### config.mk
export PLATFORM = sky130hd
export DESIGN_NAME = ethernet_fmc_reg_master
export DESIGN_NICKNAME = d
export VERILOG_FILES = /design/src/rtl/ethernet_fmc_reg_master.sv
export SDC_FILE = /design/constraint.sdc
export NUM_CORES = 1
export LEC_CHECK = 0
export CAP_MARGIN = 20
export CORE_AREA = 2 2 149 151
export CTS_CLUSTER_SIZE = 12
export DETAILED_ROUTE_END_ITERATION = 10
export DIE_AREA = 0 0 151 153
export GPL_ROUTABILITY_DRIVEN = 0
export PLACE_DENSITY = 0.7
export SETUP_SLACK_MARGIN = 0.3
export SYNTH_ARGS = -nofsm -noshare
export SYNTH_HDL_FRONTEND = slang
export SYNTH_SLANG_ARGS = --single-unit
### constraint.sdc
create_clock -name clk_i -period 4.6 [get_ports clk_i]
set_input_delay 0.46 -clock clk_i [delete_from_list [all_inputs] [get_ports clk_i]]
set_output_delay 0.46 -clock clk_i [all_outputs]
set_load 0.02 [all_outputs]
### src/rtl/ethernet_fmc_reg_master.sv
// Single-outstanding command-to-config-register bridge: accepts one read/write request,
// drives a one-cycle config strobe, waits out the read latency and holds the response.
module ethernet_fmc_reg_master #(
  parameter int unsigned ADDR_W     = 32,
  parameter int unsigned DATA_W     = 64,
  parameter int unsigned BSEL_W     = 8,
  parameter int unsigned RD_LATENCY = 1
) (
  input  logic              clk_i,
  input  logic              reset_i,
  input  logic              req_valid_i,
  output logic              req_ready_o,
  input  logic              req_write_i,
  input  logic [ADDR_W-1:0] req_addr_i,
  input  logic [DATA_W-1:0] req_wdata_i,
  input  logic [BSEL_W-1:0] req_bsel_i,
  output logic              resp_valid_o,
  input  logic              resp_ready_i,
  output logic [DATA_W-1:0] resp_rdata_o,
  output logic              resp_write_o,
  output logic              resp_err_o,
  output logic              config_en_o,
  output logic [BSEL_W-1:0] config_wben_o,
  output logic [ADDR_W-1:0] config_addr_o,
  output logic [DATA_W-1:0] config_wdata_o,
  input  logic [DATA_W-1:0] config_rdata_i,
  output logic [31:0]       txn_count_o
);

  typedef enum logic [1:0] {StIdle, StIssue, StWait, StResp} state_e;

  localparam logic [3:0] RdLatCnt = 4'(RD_LATENCY);

  state_e              state_q;
  logic [3:0]          cnt_q;
  logic                write_q;
  logic                req_ready_q;
  logic                config_en_q;
  logic [BSEL_W-1:0]   config_wben_q;
  logic [ADDR_W-1:0]   config_addr_q;
  logic [DATA_W-1:0]   config_wdata_q;
  logic                resp_valid_q;
  logic [DATA_W-1:0]   resp_rdata_q;
  logic                resp_write_q;
  logic                resp_err_q;
  logic [31:0]         txn_count_q;

  always_ff @(posedge clk_i) begin
    if (reset_i) begin
      state_q        <= StIdle;
      cnt_q          <= '0;
      write_q        <= 1'b0;
      req_ready_q    <= 1'b0;
      config_en_q    <= 1'b0;
      config_wben_q  <= '0;
      config_addr_q  <= '0;
      config_wdata_q <= '0;
      resp_valid_q   <= 1'b0;
      resp_rdata_q   <= '0;
      resp_write_q   <= 1'b0;
      resp_err_q     <= 1'b0;
      txn_count_q    <= '0;
    end else begin
      // The strobe and byte enables are only ever live for the single ISSUE cycle.
      config_en_q   <= 1'b0;
      config_wben_q <= '0;
      case (state_q)
        StIdle: begin
          req_ready_q <= 1'b1;
          if (req_valid_i && req_ready_q) begin
            req_ready_q    <= 1'b0;
            write_q        <= req_write_i;
            config_addr_q  <= req_addr_i;
            config_wdata_q <= req_wdata_i;
            resp_write_q   <= req_write_i;
            resp_rdata_q   <= '0;
            if (req_write_i && (req_bsel_i == '0)) begin
              // A write that touches no bytes is refused without touching the bus.
              resp_err_q   <= 1'b1;
              resp_valid_q <= 1'b1;
              state_q      <= StResp;
            end else begin
              resp_err_q    <= 1'b0;
              config_en_q   <= 1'b1;
              config_wben_q <= req_write_i ? req_bsel_i : '0;
              state_q       <= StIssue;
            end
          end
        end
        StIssue: begin
          if (write_q) begin
            resp_valid_q <= 1'b1;
            state_q      <= StResp;
          end else begin
            cnt_q   <= RdLatCnt;
            state_q <= StWait;
          end
        end
        StWait: begin
          if (cnt_q == 4'd1) begin
            resp_rdata_q <= config_rdata_i;
            resp_valid_q <= 1'b1;
            state_q      <= StResp;
          end else begin
            cnt_q <= cnt_q - 4'd1;
          end
        end
        StResp: begin
          if (resp_ready_i) begin
            resp_valid_q <= 1'b0;
            txn_count_q  <= txn_count_q + 32'd1;
            req_ready_q  <= 1'b1;
            state_q      <= StIdle;
          end
        end
        default: state_q <= StIdle;
      endcase
    end
  end

  assign req_ready_o    = req_ready_q;
  assign config_en_o    = config_en_q;
  assign config_wben_o  = config_wben_q;
  assign config_addr_o  = config_addr_q;
  assign config_wdata_o = config_wdata_q;
  assign resp_valid_o   = resp_valid_q;
  assign resp_rdata_o   = resp_rdata_q;
  assign resp_write_o   = resp_write_q;
  assign resp_err_o     = resp_err_q;
  assign txn_count_o    = txn_count_q;

endmodule

## Word level (Yosys, flattened, before mapping)

Cells that the tools add are included.
W data, S select, Z words.

| storage, ports and cells | value |
|---|---|
| bits in latches | 0 |
| output and inout bits | 205 |
| input port bits | 173 |
| logic and storage cells | 67 |
| memories | 0 |
| register bits after elaboration | 211 |
| bits in read-only memories | 0 |
| bits in writable memories | 0 |

| cells by class | value |
|---|---|
| shift-type cells | 0 |
| divide/modulo/power cells | 0 |
| multiplexer cells | 23 |
| reductions and logical operators | 16 |
| $lt $le $gt $ge | 0 |
| multiply operators | 0 |
| $add $sub $neg | 2 |
| bitwise operators | 3 |
| eq/ne operators | 11 |

Operators with widths:

| cell | number |
|---|---|
| $mux W64 | 2 |
| $pmux W64 S2 | 1 |
| $add A32 B1 Y32 const B | 1 |
| $ne A2 B2 Y1 const B | 7 |
| $mux W1 | 10 |
| $reduce_and A3 Y1 | 3 |
| $logic_not A8 Y1 | 1 |
| $mux W2 | 4 |
| $mux W4 | 2 |
| $pmux W2 S4 | 1 |
| $pmux W4 S2 | 1 |
| $reduce_and A2 Y1 | 3 |
| $reduce_bool A2 Y1 | 3 |
| $reduce_and A5 Y1 | 1 |
| $reduce_or A5 Y1 | 1 |
| $eq A2 B2 Y1 const B | 2 |
| $eq A4 B1 Y1 const B | 1 |
| $pmux W1 S4 | 1 |
| $sub A4 B1 Y4 const B | 1 |
| $not A1 Y1 | 3 |
| $reduce_or A3 Y1 | 1 |
| $eq A2 B1 Y1 const B | 1 |
| $logic_and A1 B1 Y1 | 2 |
| $logic_not A2 Y1 | 1 |
| $pmux W1 S2 | 1 |

## Longest topological paths before layout

| depth | value |
|---|---|
| depth after elaboration | 5 |
| depth in mapped cells | 8 |
| gate-level depth less buffers | 6 |

## Worst setup path before layout

OpenSTA, ideal clock, no wires.

| timing | value |
|---|---|
| path kind | register -> register |
| from | reg state_q[0] |
| to | reg resp_rdata_q[10], in the netlist resp_rdata_o[10] |
| library setup time | 0.065 ns |
| clock period less this slack | 1.878 ns |
| data required time | 4.535 ns |
| stages on the path, launching flop included | 9 |
| path slack | 2.722 ns |
| path buffers | 2 |
| data arrival time | 1.813 ns |
| cell sequence | dfxtp_1 -> inv_1 -> ha_1 -> and3_1 -> clkbuf_1 -> o22ai_1 -> buf_2 -> a22oi_1 -> nor2_1 |

| on the way | value |
|---|---|
| longest elaborated chain between the ends | 3 |
| elaborated cells between the ends (all ways) | 7 |
| those cells by class | eq/ne: 3; mux: 1; reduce/logical: 3 |

RTL lines:

| item | RTL line | source |
|---|---|---|
| from (decl) | 34 | `state_e state_q;` |
| from (signal assigned) | 50 | `state_q <= StIdle;` |
| from (signal assigned) | 81 | `state_q <= StResp;` |
| from (signal assigned) | 86 | `state_q <= StIssue;` |
| $eq A2 B2 Y1 or $logic_not A2 Y1 (tied branches) | 67 | `case (state_q)` |
| $ne A2 B2 Y1 (no line) or $reduce_bool A2 Y1 (tied branches) | -- |  |
| $reduce_and A3 Y1 (no line) | -- |  |
| to (signal assigned) | 101 | `resp_rdata_q <= config_rdata_i;` |
| to (decl) | 43 | `logic [DATA_W-1:0] resp_rdata_q;` |

Parallel ways exist; a longest one is shown, timed or not.
A chain may end at the register's enable or synchronous reset.

## Worst setup path after layout

| timing | value |
|---|---|
| from | reg state_q[0] |
| to | reg resp_rdata_q[47], in the netlist resp_rdata_o[47] |

The elaborated chain is that of the path after synthesis.

==> results.md <==
- The count of nets left with antenna violations after detail routing is 0.
- For this design the top-level I/O count stands at 378.
- At the worst endpoint, the required time is 5.02 ns.
- The share of power burned in the clock network is 0.337.
- The share of power burned in combinational logic is 0.259.
- Internal power comes to 3.578 mW.
- The number of storage elements in the synthesis netlist is 211.
- The Yosys step of the flow raised 0 warnings.
- The analysis attributes to cell leakage a power of 4.323 nW.
- Summed over all layers, the routed wires come to 25.48 mm.
- The total die area is 0.02310 mm2.
- The via count of the first global-routing pass is 7,436.
- The worst-path cell with the longest stage delay is sky130_fd_sc_hd__o22ai_4.
- The clock net in this run drives a total of 211 sinks.
- In the routed layout, each cell is associated on average with a via count of 4.983.
- The max-slew violation count was 0.
- CTS built an H-tree with a depth of 1.
- The buffer levels on the longest clock path is 3.
- The cell occurring most often along the worst timing path is sky130_fd_sc_hd__inv_1.
- The number of buffers added by the clock tree synthesis step is 23.
- The cell family contributing the most delay on the critical path is buffers and inverters.
- The layout has 1,909 filler cells.
- The average footprint of a synthesized cell is 8.568 um2.
- Of the total power, registers draw 0.404.
- For this run, design rule violations remaining after detail routing come to 0.
- The distinct cell type count after synthesis is 42.
- Power spread over the standard cell area amounts to 415.0 mW/mm2.
- The synthesized design contains 0 enable-type register cells.
- For this configuration, the core starts out at a cell density of 0.3621.
- The cell area after layout is 0.01244 mm2.
- The run finished with clean final reports.
- In this run the worst path has a maximum fanout of 30.
- After clock tree synthesis, the clock-pin slew on the worst setup and hold paths is 0.06 ns.
- The initial detailed-routing violation count is 384.
- The worst setup path is captured at a flop.
- Port buffering added 377 buffers.
- TritonCTS built the clock tree.
- The post-synthesis instance total is 908.
- The primary flip-flop cell chosen by synthesis mapping is sky130_fd_sc_hd__dfxtp_1.
- The arrival time of the worst setup path is 2.80 ns.
- Setup repair after global routing left no endpoint under its margin.
- The number of antenna violations at the first check in global routing is 0.
- The worst min-delay path category is reg2reg.
- Setup violations remaining at the end of the flow were counted as 0.
- The critical path contains buffers and inverters numbering 3 combined.
- Prior to clock tree synthesis, the placed netlist has a worst setup slack of 2.074 ns.
- Across the run, the number of max-cap violations was 0.
- The element type at the critical path start is a flop.
- In this run the core area contains 54 standard-cell rows.
- The global-route wire length before repair is 39.56 mm.
- Once the clock tree was built, the setup fixing pass inserted 0 buffers.
- Compared with the post-synthesis result, the final layout area differs by 59.92%.
- Static timing analysis puts the maximum clock frequency at 420.1 MHz.
- After layout, the design draws a total of 5.164 mW.
- The setup clock skew after layout is 0.02264 ns.
- The share of the yosys chip area belonging to registers is 0.5429.
- The count of hold-fix buffers inserted at cts is 0.
- The repair_antennas step left the layout with diodes totalling 0.
- On the worst path, the slowest cell contributes a delay of 0.58 ns.
- The tightest slew margin relative to the limit is 0.2981.
- In the finished design, the share of the clock period the worst path needs comes to 0.5175.
- The peak ir drop on the vdd network is 303.3 uV.
- Of the cells placed in the final design, the portion with a size suffix greater than 1 is 0.04180.
- The buffer type at the clock tree root is sky130_fd_sc_hd__clkbuf_16.
- The area of the mapped netlist is 0.007780 mm2.
- Summing all placed instances gives a cell area of 0.01173 mm2.
- The latest clock arrival within the worst-skew pair is 0.51 ns.
- The die is 153 um tall.
- Dividing the detail-routed wire length by the instance count gives 16.46 um.
- Of all flip-flops after synthesis, the portion carrying an async set or reset was 0.
- The standard cell core area is 0.02149 mm2.
- The final instance count without filler cells is 1,548.
- The cell count after placement is 1,507.
- The signal on the critical path passes through inv_1, ha_1, inv_1, o22ai_4, buf_4, a22oi_1, nor2_1.
- The switching power as a share of total power is 0.3071.
- The worst setup path is of the reg2reg kind.
- The number of nets in the synthesized netlist is 1,089.
- The total global routing overflow is 0.
- The final route contains 7,714 vias.
- The number of resized instances in the post-cts repair step is 0.
- For the pin with the worst max-slew slack, the measured transition is 1.053 ns.
- The count of final hold-check violations came to 0.
- The die is 151 um wide.
- Entering global routing, the biggest net connects 134 pins.
- The overall global routing resource usage is 0.2123.
- The layout net count is 1,433.
- The number of search-and-repair iterations in the first detailed-routing pass is 5.
- The HPWL after detailed placement is 18.06 mm.
- The net switching power is 1.586 mW.
- Once routing completed, OpenROAD measured the worst setup slack at 2.219 ns.
- After layout, the minimum clock period comes to 2.381 ns.
- Adding up every negative setup slack in the final design gives 0 ns.
-- flip-flops by register name, summed over array words and instances (netlist names), 2 cells and up --
| name | flops |
|---|---|
| config_addr_o | 32 |
| txn_count_o | 32 |
| config_wdata_o | 64 |
| resp_rdata_o | 64 |
| cnt_q | 4 |
| state_q | 2 |
| config_wben_o | 8 |
-- worst min-delay path: stages, from the launching register on --
cell and delay (ns):
sky130_fd_sc_hd__dfxtp_1 0.30, sky130_fd_sc_hd__nand2_1 0.05, sky130_fd_sc_hd__a21oi_1 0.05
-- logic make-up after synthesis --
kind of cell    count (synthesis)  synth area share
fa+ha+maj                       8           0.01287
mux                             4          0.005307
buf+inv                        79           0.04133
flops                         211            0.5429
simple gates                  378            0.2153
xor+xnor                       13           0.01464
compound gates                215            0.1676
-- Yosys cell counts, types with 3 or more instances --
cell type | count | area [um2]
sky130_fd_sc_hd__buf_2 | 17 | 85.08
sky130_fd_sc_hd__nand4_2 | 3 | 37.54
sky130_fd_sc_hd__or3_1 | 8 | 50.05
sky130_fd_sc_hd__a21oi_1 | 120 | 600.6
sky130_fd_sc_hd__dfxtp_1 | 211 | 4224
sky130_fd_sc_hd__o31ai_1 | 13 | 97.59
sky130_fd_sc_hd__nor3_1 | 5 | 25.02
sky130_fd_sc_hd__clkbuf_1 | 44 | 165.2
sky130_fd_sc_hd__nand4_1 | 10 | 62.56
sky130_fd_sc_hd__inv_1 | 13 | 48.80
sky130_fd_sc_hd__nand3_1 | 14 | 70.07
sky130_fd_sc_hd__o21ai_0 | 8 | 40.04
sky130_fd_sc_hd__xnor2_1 | 3 | 26.28
sky130_fd_sc_hd__nor4_1 | 4 | 25.02
sky130_fd_sc_hd__a22oi_1 | 64 | 480.5
sky130_fd_sc_hd__ha_1 | 8 | 100.1
sky130_fd_sc_hd__nand2_1 | 211 | 792.0
sky130_fd_sc_hd__and4_1 | 6 | 52.55
sky130_fd_sc_hd__and2_1 | 10 | 62.56
sky130_fd_sc_hd__and3_1 | 3 | 18.77
sky130_fd_sc_hd__buf_1 | 4 | 15.01
sky130_fd_sc_hd__mux2i_1 | 3 | 30.03
sky130_fd_sc_hd__nor2_1 | 82 | 307.8
sky130_fd_sc_hd__or4_1 | 13 | 97.59
sky130_fd_sc_hd__xor2_1 | 10 | 87.58
-- routing by layer --
metal,vias to the layer above,share of wire,track usage
met3,54,0.081,0.06836
met1,3588,0.40,0.2457
met2,268,0.49,0.3677
li1,3804,-,-
met5,-,0,0
met4,0,0.035,0.07121
-- power groups by stage --
stage          Combinational, mW  Sequential, mW  Clock, mW
6_report                    1.34            2.08       1.74
5_1_grt                     1.46            2.10       1.86
4_1_cts                     1.35            2.08       1.79
3_5_place_dp                1.35            2.12          0
3_3_place_gp                1.33            2.11          0
2_1_floorplan              0.567            2.28          0
-- layout by cell type, fill, tap and decap left out, types with 10 or more instances in the layout --
master / instances
sky130_fd_sc_hd__clkbuf_16: 23
sky130_fd_sc_hd__o31ai_1: 13
sky130_fd_sc_hd__nor2_1: 82
sky130_fd_sc_hd__xor2_1: 10
sky130_fd_sc_hd__nand4_1: 10
sky130_fd_sc_hd__clkdlybuf4s50_1: 376
sky130_fd_sc_hd__a22oi_1: 64
sky130_fd_sc_hd__inv_1: 13
sky130_fd_sc_hd__nand3_1: 13
sky130_fd_sc_hd__dfxtp_1: 211
sky130_fd_sc_hd__nand2_1: 211
sky130_fd_sc_hd__and2_1: 10
sky130_fd_sc_hd__a21oi_1: 120
sky130_fd_sc_hd__or4_1: 13
-- path summary, 6_finish.rpt --
path / from / to / slack, ns / depth (start not counted)
worst max-delay path: state_q[0] / resp_rdata_o[47] / 2.22 / 7
worst min-delay path: config_addr_o[1] / config_addr_o[1] / 0.45 / 2
worst max register to register: state_q[0] / resp_rdata_o[47] / 2.22 / 7
worst min register to register: config_addr_o[1] / config_addr_o[1] / 0.45 / 2
-- final cells by class --
cell class | count | area (um2) | area share
clock inverter | 4 | 23.77 | 0.001911
inverter | 13 | 48.80 | 0.003922
clock buffer | 37 | 688.2 | 0.05531
sequential | 211 | 4224 | 0.3395
timing repair buffer | 385 | 3835 | 0.3082
multi-input combinational | 618 | 3272 | 0.2630
tap | 280 | 350.3 | 0.02816
-- stage by stage --
| step | hold WS, ns | util |
|---|---|---|
| 5_1_grt | 0.4659 | 0.5791 |
| 2_1_floorplan | 0.4586 | - |
| 4_1_cts | 0.4536 | 0.5791 |
| 3_5_place_dp | 0.4455 | 0.5459 |
| 3_3_place_gp | 0.4399 | 0.5459 |
| 6_report | 0.4516 | 0.5791 |
(Power assumes the default switching activity.)
